$ cat src/rtl/pkt256_seg_tracker_pkg.sv
// pkt_rx_pkg: shared widths and word/context types for the 256b segment tracker (DATA_W, ID_W, SEG_W, NUM_ID, seg_word_t, id_ctx_t)
package pkt_rx_pkg;
  localparam int DATA_W = 256;
  localparam int ID_W = 4;
  localparam int SEG_W = 16;
  localparam int NUM_ID = 2 ** ID_W;
  typedef struct packed {
    logic [DATA_W-1:0] data;
    logic [ID_W-1:0]   id;
    logic [SEG_W-1:0]  segnum;
    logic              first;
    logic              late;
  } seg_word_t;
  typedef struct packed {
    logic             valid;
    logic [SEG_W-1:0] exp;
  } id_ctx_t;
endpackage

$ cat src/rtl/pkt256_seg_tracker_sync_fifo.sv
// sync_fifo: show-ahead sync FIFO; ports clk/rst, wr_en/wr_data, rd_en/rd_data (zero when empty), full/empty; a read frees a full slot for a same-cycle write
module sync_fifo #(
  parameter int W = 8,
  parameter int DEPTH = 16
) (
  input  logic         clk,
  input  logic         rst,
  input  logic         wr_en,
  input  logic [W-1:0] wr_data,
  input  logic         rd_en,
  output logic [W-1:0] rd_data,
  output logic         full,
  output logic         empty
);
  localparam int AW = $clog2(DEPTH);
  logic [W-1:0] mem [DEPTH];
  logic [AW:0] wp, rp;
  logic do_wr, do_rd;
  assign empty = wp == rp;
  assign full = (wp[AW] != rp[AW]) && (wp[AW-1:0] == rp[AW-1:0]);
  assign do_rd = rd_en && !empty;
  assign do_wr = wr_en && (!full || do_rd);
  assign rd_data = empty ? '0 : mem[rp[AW-1:0]];
  always_ff @(posedge clk) begin
    if (rst) begin
      wp <= '0;
      rp <= '0;
    end else begin
      if (do_wr) wp <= wp + 1'b1;
      if (do_rd) rp <= rp + 1'b1;
    end
  end
  always_ff @(posedge clk)
    if (do_wr) mem[wp[AW-1:0]] <= wr_data;
endmodule

$ cat src/rtl/pkt256_seg_tracker.sv
// pkt256_seg_tracker: per-id segment continuity tracker + show-ahead output FIFO; in: clk, RST, in256b/en_in/id_in/segnum_in, out_ready, stat_id; out: out_data/id/segnum/first/late/valid, gap_pulse, lost/late/ovf_total, stat_lost (per-id lost array only with SEG_TRACK_STATS_EN)
module pkt256_seg_tracker
  import pkt_rx_pkg::*;
#(
  parameter int FIFO_DEPTH = 16,
  parameter int CNT_W = 32
) (
  input  logic              clk,
  input  logic              RST,
  input  logic [DATA_W-1:0] in256b,
  input  logic              en_in,
  input  logic [ID_W-1:0]   id_in,
  input  logic [SEG_W-1:0]  segnum_in,
  output logic [DATA_W-1:0] out_data,
  output logic [ID_W-1:0]   out_id,
  output logic [SEG_W-1:0]  out_segnum,
  output logic              out_first,
  output logic              out_late,
  output logic              out_valid,
  input  logic              out_ready,
  output logic              gap_pulse,
  output logic [CNT_W-1:0]  lost_total,
  output logic [CNT_W-1:0]  late_total,
  output logic [CNT_W-1:0]  ovf_total,
  input  logic [ID_W-1:0]   stat_id,
  output logic [CNT_W-1:0]  stat_lost
);
  id_ctx_t ctx [NUM_ID];
  id_ctx_t cur;
  seg_word_t s1, head;
  logic s1_v, have_last, late_seg, boundary, is_gap, is_late, late_word, full, empty, rd;
  logic [ID_W-1:0] last_id;
  logic [SEG_W-1:0] last_seg, d;
  logic [CNT_W:0] lost_sum;
  always_comb begin
    cur = ctx[id_in];
    boundary = en_in && (!have_last || id_in != last_id || segnum_in != last_seg);
    d = segnum_in - cur.exp;
    is_gap = boundary && cur.valid && d != '0 && !d[SEG_W-1];
    is_late = boundary && cur.valid && d[SEG_W-1];
    late_word = boundary ? is_late : late_seg;
  end
  assign lost_sum = {1'b0, lost_total} + (CNT_W+1)'(d);
  always_ff @(posedge clk) begin
    if (RST) begin
      for (int i = 0; i < NUM_ID; i++) ctx[i] <= '0;
      have_last <= 1'b0;
      last_id <= '0;
      last_seg <= '0;
      late_seg <= 1'b0;
      s1 <= '0;
      s1_v <= 1'b0;
      gap_pulse <= 1'b0;
      lost_total <= '0;
      late_total <= '0;
      ovf_total <= '0;
    end else begin
      if (boundary && !is_late) ctx[id_in] <= '{valid: 1'b1, exp: segnum_in + 1'b1};
      if (en_in) begin
        have_last <= 1'b1;
        last_id <= id_in;
        last_seg <= segnum_in;
        late_seg <= late_word;
      end
      s1 <= '{data: in256b, id: id_in, segnum: segnum_in, first: boundary, late: late_word};
      s1_v <= en_in;
      gap_pulse <= is_gap;
      if (is_gap) lost_total <= lost_sum[CNT_W] ? '1 : lost_sum[CNT_W-1:0];
      if (is_late && late_total != '1) late_total <= late_total + 1'b1;
      if (s1_v && full && !rd && ovf_total != '1) ovf_total <= ovf_total + 1'b1;
    end
  end
  sync_fifo #(.W($bits(seg_word_t)), .DEPTH(FIFO_DEPTH)) u_fifo (
    .clk(clk),
    .rst(RST),
    .wr_en(s1_v),
    .wr_data(s1),
    .rd_en(rd),
    .rd_data(head),
    .full(full),
    .empty(empty)
  );
  assign out_valid = !empty;
  assign rd = out_valid && out_ready;
  assign out_data = head.data;
  assign out_id = head.id;
  assign out_segnum = head.segnum;
  assign out_first = head.first;
  assign out_late = head.late;
`ifdef SEG_TRACK_STATS_EN
  logic [CNT_W-1:0] lost [NUM_ID];
  logic [CNT_W:0] id_sum;
  assign id_sum = {1'b0, lost[id_in]} + (CNT_W+1)'(d);
  always_ff @(posedge clk) begin
    if (RST) begin
      for (int i = 0; i < NUM_ID; i++) lost[i] <= '0;
      stat_lost <= '0;
    end else begin
      if (is_gap) lost[id_in] <= id_sum[CNT_W] ? '1 : id_sum[CNT_W-1:0];
      stat_lost <= lost[stat_id];
    end
  end
`else
  logic unused_stat_id;
  assign unused_stat_id = ^stat_id;
  assign stat_lost = '0;
`endif
endmodule
$ cat config.mk
export PLATFORM = sky130hd
export DESIGN_NAME = pkt256_seg_tracker
export DESIGN_NICKNAME = d
export VERILOG_FILES = /design/src/rtl/pkt256_seg_tracker_pkg.sv /design/src/rtl/pkt256_seg_tracker_sync_fifo.sv /design/src/rtl/pkt256_seg_tracker.sv
export SDC_FILE = /design/constraint.sdc
export NUM_CORES = 2
export LEC_CHECK = 0
export CAP_MARGIN = 20
export CORE_MARGIN = 2
export CORE_UTILIZATION = 50
export CTS_CLUSTER_SIZE = 14
export DETAILED_ROUTE_END_ITERATION = 8
export PLACE_DENSITY = 0.73
export SYNTH_ARGS = -nofsm -noshare
export SYNTH_HDL_FRONTEND = slang
export SYNTH_HIERARCHICAL = 1
export SYNTH_MEMORY_MAX_BITS = 65536
export SYNTH_SLANG_ARGS = --single-unit
$ cat constraint.sdc
create_clock -name clk -period 31.3 [get_ports clk]
set_clock_uncertainty 0.1 [all_clocks]
set_input_delay 9.39 -clock clk [delete_from_list [all_inputs] [get_ports clk]]
set_output_delay 9.39 -clock clk [all_outputs]
set_load 0.03 [all_outputs]
-- After elaboration in Yosys (flattened, before gate mapping)
Memory sizes are Yosys's and may differ from the RTL's. A register that Yosys moved wholly into a read port is not among the register bits.
Index checks and enable logic that the tools add are counted.
- add/subtract/negate cells: 7
- equality and inequality tests: 7
- multiplexer cells: 15
- reduce and logical (&&, ||, !) cells: 25
- operator list (cell ; number):
    $mux W278 ; 1
    $add A32 B1 Y32 const B ; 2
    $ne A32 B32 Y1 const B ; 2
    $add A32 B16 Y33 ; 1
    $mux W32 ; 1
    $mux W17 ; 1
    $reduce_or A17 Y1 ; 1
    $add A16 B1 Y16 const B ; 1
    $ne A16 B16 Y1 ; 1
    $reduce_bool A16 Y1 ; 1
    $sub A16 B16 Y16 ; 1
    $logic_and A1 B1 Y1 ; 14
    $mux W4 ; 3
    $add A5 B1 Y5 const B ; 2
    $mux W1 ; 9
    $logic_not A1 Y1 ; 6
    $eq A5 B5 Y1 ; 1
    $eq A4 B4 Y1 ; 1
    $ne A4 B4 Y1 ; 1
    $logic_or A1 B1 Y1 ; 3
    $ne A1 B1 Y1 ; 1
- bits in registers: 408
- bits in writable memories: 4720
- input bits: 284
- output and inout bits: 408
- word-level logic and storage cells: 72
- memories kept: 2
- memory list (memory ; depth ; width ; read ports ; clocked after Yosys merged registers in ; write ports ; line ; source):
    u_fifo.mem ; 16 ; 278 ; 1 ; 1 ; 1 ; pkt256_seg_tracker_sync_fifo.sv:16 ; logic [W-1:0] mem [DEPTH];
    ctx ; 16 ; 17 ; 1 ; 0 ; 16 ; pkt256_seg_tracker.sv:28 ; id_ctx_t ctx [NUM_ID];

-- Longest topological paths before layout
- depth in word-level cells: 13
- gate-level depth with buffers: 23
- gate-level depth less buffers: 19

-- Modules after synthesis
The synthesis kept the hierarchy.
- by module, submodules not included (module ; instances ; cells an instance ; area an instance (um2) ; seq. area each (um2)):
    sync_fifo ; 1 ; 6892 ; 166460.9 ; 133848.4
    pkt256_seg_tracker ; 1 ; 2292 ; 26746.9 ; 15975.3

-- Worst setup path before layout
OpenSTA, ideal clock, no wires.
- path kind: input to register
- from: input port out_ready
- to: memory u_fifo/mem[3][0] (netlist name) (enable)
- setup time: 1.259 ns
- arrival time: 28.578 ns
- required time: 29.941 ns
- slack: 1.364 ns
- cell stages on the path: 5
- path buffers: 0
- cells stage by stage: nand2_1 inv_1 nor2_1 a21o_1 nor3_1
- cells in the longest elaborated chain, start to end: 6
- RTL lines (item ; line ; source):
    start, declared ; pkt256_seg_tracker.sv:20 ; input logic out_ready,
    $logic_and A1 B1 Y1 ; pkt256_seg_tracker.sv:84 ; assign rd = out_valid && out_ready;
    named net rd ; pkt256_seg_tracker.sv:31 ; logic s1_v, have_last, late_seg, boundary, is_gap, is_late, late_word, full, empty, rd;
    $logic_and A1 B1 Y1 ; pkt256_seg_tracker_sync_fifo.sv:21 ; assign do_rd = rd_en && !empty;
    $logic_or A1 B1 Y1 ; pkt256_seg_tracker_sync_fifo.sv:22 ; assign do_wr = wr_en && (!full || do_rd);
    $logic_and A1 B1 Y1 ; pkt256_seg_tracker_sync_fifo.sv:22 ;
    $mux W1 ; pkt256_seg_tracker_sync_fifo.sv:34 ; if (do_wr) mem[wp[AW-1:0]] <= wr_data;
    $mux W1 (not written as such) ; pkt256_seg_tracker_sync_fifo.sv:34 ;
    end, declared ; pkt256_seg_tracker_sync_fifo.sv:16 ;
The timed path passes the listed nets, and every way through them passes these cells.

==> impl_metrics.json <==
{
  "finalSetupViolCount": 0,
  "ys_seq_elements": 5132,
  "grt_antenna_before_repair": 42,
  "synth_top_cell_by_area": "edfxtp_1",
  "hold_path_end": "ctx[10][16]",
  "maxCapViolCount": 0,
  "cts_resized": 0,
  "die_y_um": 626,
  "detail_route.wl_per_cell_um": 31.0,
  "grt-ovfl-total": 0,
  "cts_tree": "done",
  "p_leak_nw": 69.3,
  "rows": 228,
  "die_area_um2": 391000,
  "status": "finished, final reports clean",
  "postCtsHoldBufs": 0,
  "rr_endpoint": "u_fifo/mem[12][210]",
  "netlist_area_um2": 193000,
  "root_buffer": "clkbuf_16",
  "num_io_pins": 692,
  "holdPathStages": 2,
  "fin_crit_ns": 16.98,
  "worst_ep_arrival_time_ns": 7.49,
  "dp_slack_ns": 14.32,
  "cp-end-kind": "output pin",
  "synth_edf_count": 4704,
  "postCtsSetupRepairBufs": 0,
  "min_from": "ctx[10][16]",
  "worstSetupStartpointType": "flip-flop",
  "synth-seq-area-share_pct": 77.5,
  "drc_errors": 0,
  "period_share_pct": 54.3,
  "setup_slack_ns": 14.32,
  "clock-sinks": 5132,
  "synth.distinct_cells": 79,
  "clock_latency_ns": 1.03,
  "fmax_mhz": 58.9,
  "viasPerCell": 6.29,
  "grt_pass1_vias": 99300,
  "whs_ns": 0.357,
  "gp_congestion": 0.830,
  "slew_violations": 0,
  "hold_viol": 0,
  "clock_path_buffers": 4,
  "grt_max_degree": 137,
  "grt.total_usage_pct": 24.3,
  "worstPathRequired_ns": 21.81,
  "powerDensity_nw_per_um2": 64.6,
  "min_path_type": "reg -> reg",
  "initial_utilization_pct": 50.2,
  "placement.io_buffers": 655,
  "rsz0062_at_grt": "no",
  "critical_path_class": "reg -> out",
  "relSlewSlack_pct": 18.4,
  "tightestPinTransition_ns": 1.21,
  "vias": 97600,
  "power_mw": 14.3,
  "reg2reg_depth": 14,
  "synthesis.instances": 9184,
  "synth.area.top_cells": "edfxtp_1 73%, mux4_2 14%, dfxtp_1 4.4%",
  "grt_pass1_wl_um": 691000,
  "ir_drop_mv": 0.0580,
  "drt_wl_total_um": 482000,
  "dpl.hpwl_um": 257000,
  "fin_nets": 10300,
  "rr_startpoint": "u_fifo/wp[2]",
  "path_clk_slew_ns": 0.06,
  "first_pass_iters": 6,
  "drt-initial-drc-count": 12100,
  "core_um2": 385000,
  "detail-route-antenna-nets": 0,
  "synth_warnings": 6,
  "async_reset_ff_share_pct": 0,
  "synth_flop_cell": "edfxtp_1",
  "final.setup.tns_ns": 0,
  "r2r_slack_ns": 24.02,
  "h-tree-depth": 6,
  "synth_top_area_share_pct": 73.1,
  "critPathMaxFanout": 58,
  "avgSynthCellArea_um2": 21.0,
  "chipWidth_um": 626,
  "cts_buffers": 519,
  "syn_to_final_growth_pct": 14.9,
  "drive_above_1_share_pct": 21.2
}
[logic make-up (layout without fill, tap and decap cells)]
| group | after synthesis | count (layout) | share of synthesized area (%) |
|---|---|---|---|
| AO/OA/AOI/OAI | 753 | 753 | 2.48 |
| other | 1 | 53 | 0.00194 |
| buffers and inverters | 634 | 1863 | 1.66 |
| adder cells (fa/ha/maj) | 43 | 43 | 0.286 |
| AND/OR/NAND/NOR | 1280 | 1280 | 3.40 |
| multiplexers | 1224 | 1224 | 14.1 |
| XOR/XNOR | 117 | 117 | 0.534 |
| flip-flops | 5132 | 5132 | 77.5 |
[metal layers]
metal | track usage [%] | routed length (um)
met1 | 32.7 | 179000
met2 | 40.0 | 239000
met3 | 4.14 | 44700
met4 | 8.99 | 18400
met5 | 0 | 147
[cell usage in the layout (no fill, tap or decap), drive strengths merged, types with 8 or more instances in the layout]
cell	netlist	layout
buf	338	210
conb	1	32
clkinv	1	160
and2	12	12
mux2i	26	26
nand2	103	103
clkdlybuf4s50	0	650
nand3	44	44
and3	29	29
bufinv	0	26
xor2	61	61
nor2	403	403
mux4	1196	1196
dfxtp	428	428
a31o	8	8
inv	56	81
clkbuf	239	727
a211oi	8	8
edfxtp	4704	4704
diode	0	21
a311oi	20	20
o21a	9	9
a31oi	10	10
nand4	25	25
nor3	304	304
a21oi	49	49
ha	41	41
and4	8	8
a21o	9	9
clkinvlp	0	9
or3	12	12
xnor2	56	56
o22ai	557	557
nor4	20	20
nor2b	287	287
nand2b	12	12
o21ai	44	44
[synth_stat cells (all sizes together), types with 3 or more instances]
cell,n
edfxtp,4704
mux4,1196
o22ai,557
dfxtp,428
nor2,403
buf,338
nor3,304
nor2b,287
clkbuf,239
nand2,103
xor2,61
inv,56
xnor2,56
a21oi,49
nand3,44
o21ai,44
ha,41
and3,29
mux2i,26
nand4,25
a311oi,20
nor4,20
and2,12
nand2b,12
or3,12
a31oi,10
a21o,9
o21a,9
a211oi,8
a31o,8
and4,8
or2,7
o211ai,6
a2111oi,5
a21boi,5
nor3b,5
nor4b,4
o21bai,4
a211o,3
a41oi,3
[cell type report]
class	count	area, um^2
repair buffers	860	8420
clock inverters	219	2270
diodes	21	52.6
multi-input cells	3449	40500
flip-flops and latches	5132	150000
fillers	27000	163000
clock buffers	727	14500
well taps	5060	6330
inverters	57	214
[stage by stage]
step	cell area (um^2)	utilization, %	std cells
2_1_floorplan	193000	-	9215
3_3_place_gp	205000	53.2	14500
6_report	222000	57.7	15500
4_1_cts	222000	57.6	15500
3_5_place_dp	205000	53.3	14600
5_1_grt	222000	57.7	15500
[critical path: stages (launching register included)]
cell,delay [ns]
dfxtp_4,0.70
buf_4,0.84
buf_4,0.77
buf_4,0.77
buf_4,0.62
buf_4,0.85
mux4_2,0.38
o22ai_1,0.09
nor3_1,0.47
clkdlybuf4s50_1,0.78
[worst max-delay path by stage]
| stage | endpoint | depth (start not counted) | slack (ns) | startpoint |
|---|---|---|---|---|
| 2_1_floorplan | u_fifo/mem[3][0] | 5 | 1.36 | out_ready |
| 3_3_place_gp | ctx[5][0] | 15 | 14.52 | id_in[0] |
| 3_5_place_dp | ctx[5][2] | 15 | 14.32 | id_in[0] |
| 4_1_cts | out_data[255] | 8 | 14.15 | flip-flop |
| 5_1_grt | out_data[199] | 9 | 14.07 | flip-flop |
| 6_report | out_data[199] | 9 | 14.32 | flip-flop |
[report_power, final]
group          internal, mW  total [mW]  switching [mW]
logic                 0.245       0.647           0.402
registers              7.55        7.64          0.0891
clock network          3.48        6.06            2.58
[sequential cells by signal, indices dropped and copies added, names as in the netlist, named ones only]
register	count
u_fifo/rp	5
have_last	1
gap_pulse	1
last_id	4
ctx	272
u_fifo/wp	5
late_total	32
last_seg	16
s1	278
s1_v	1
late_seg	1
ovf_total	32
u_fifo/mem	4448
lost_total	32
No activity file was read; power rests on OpenSTA's default activity.
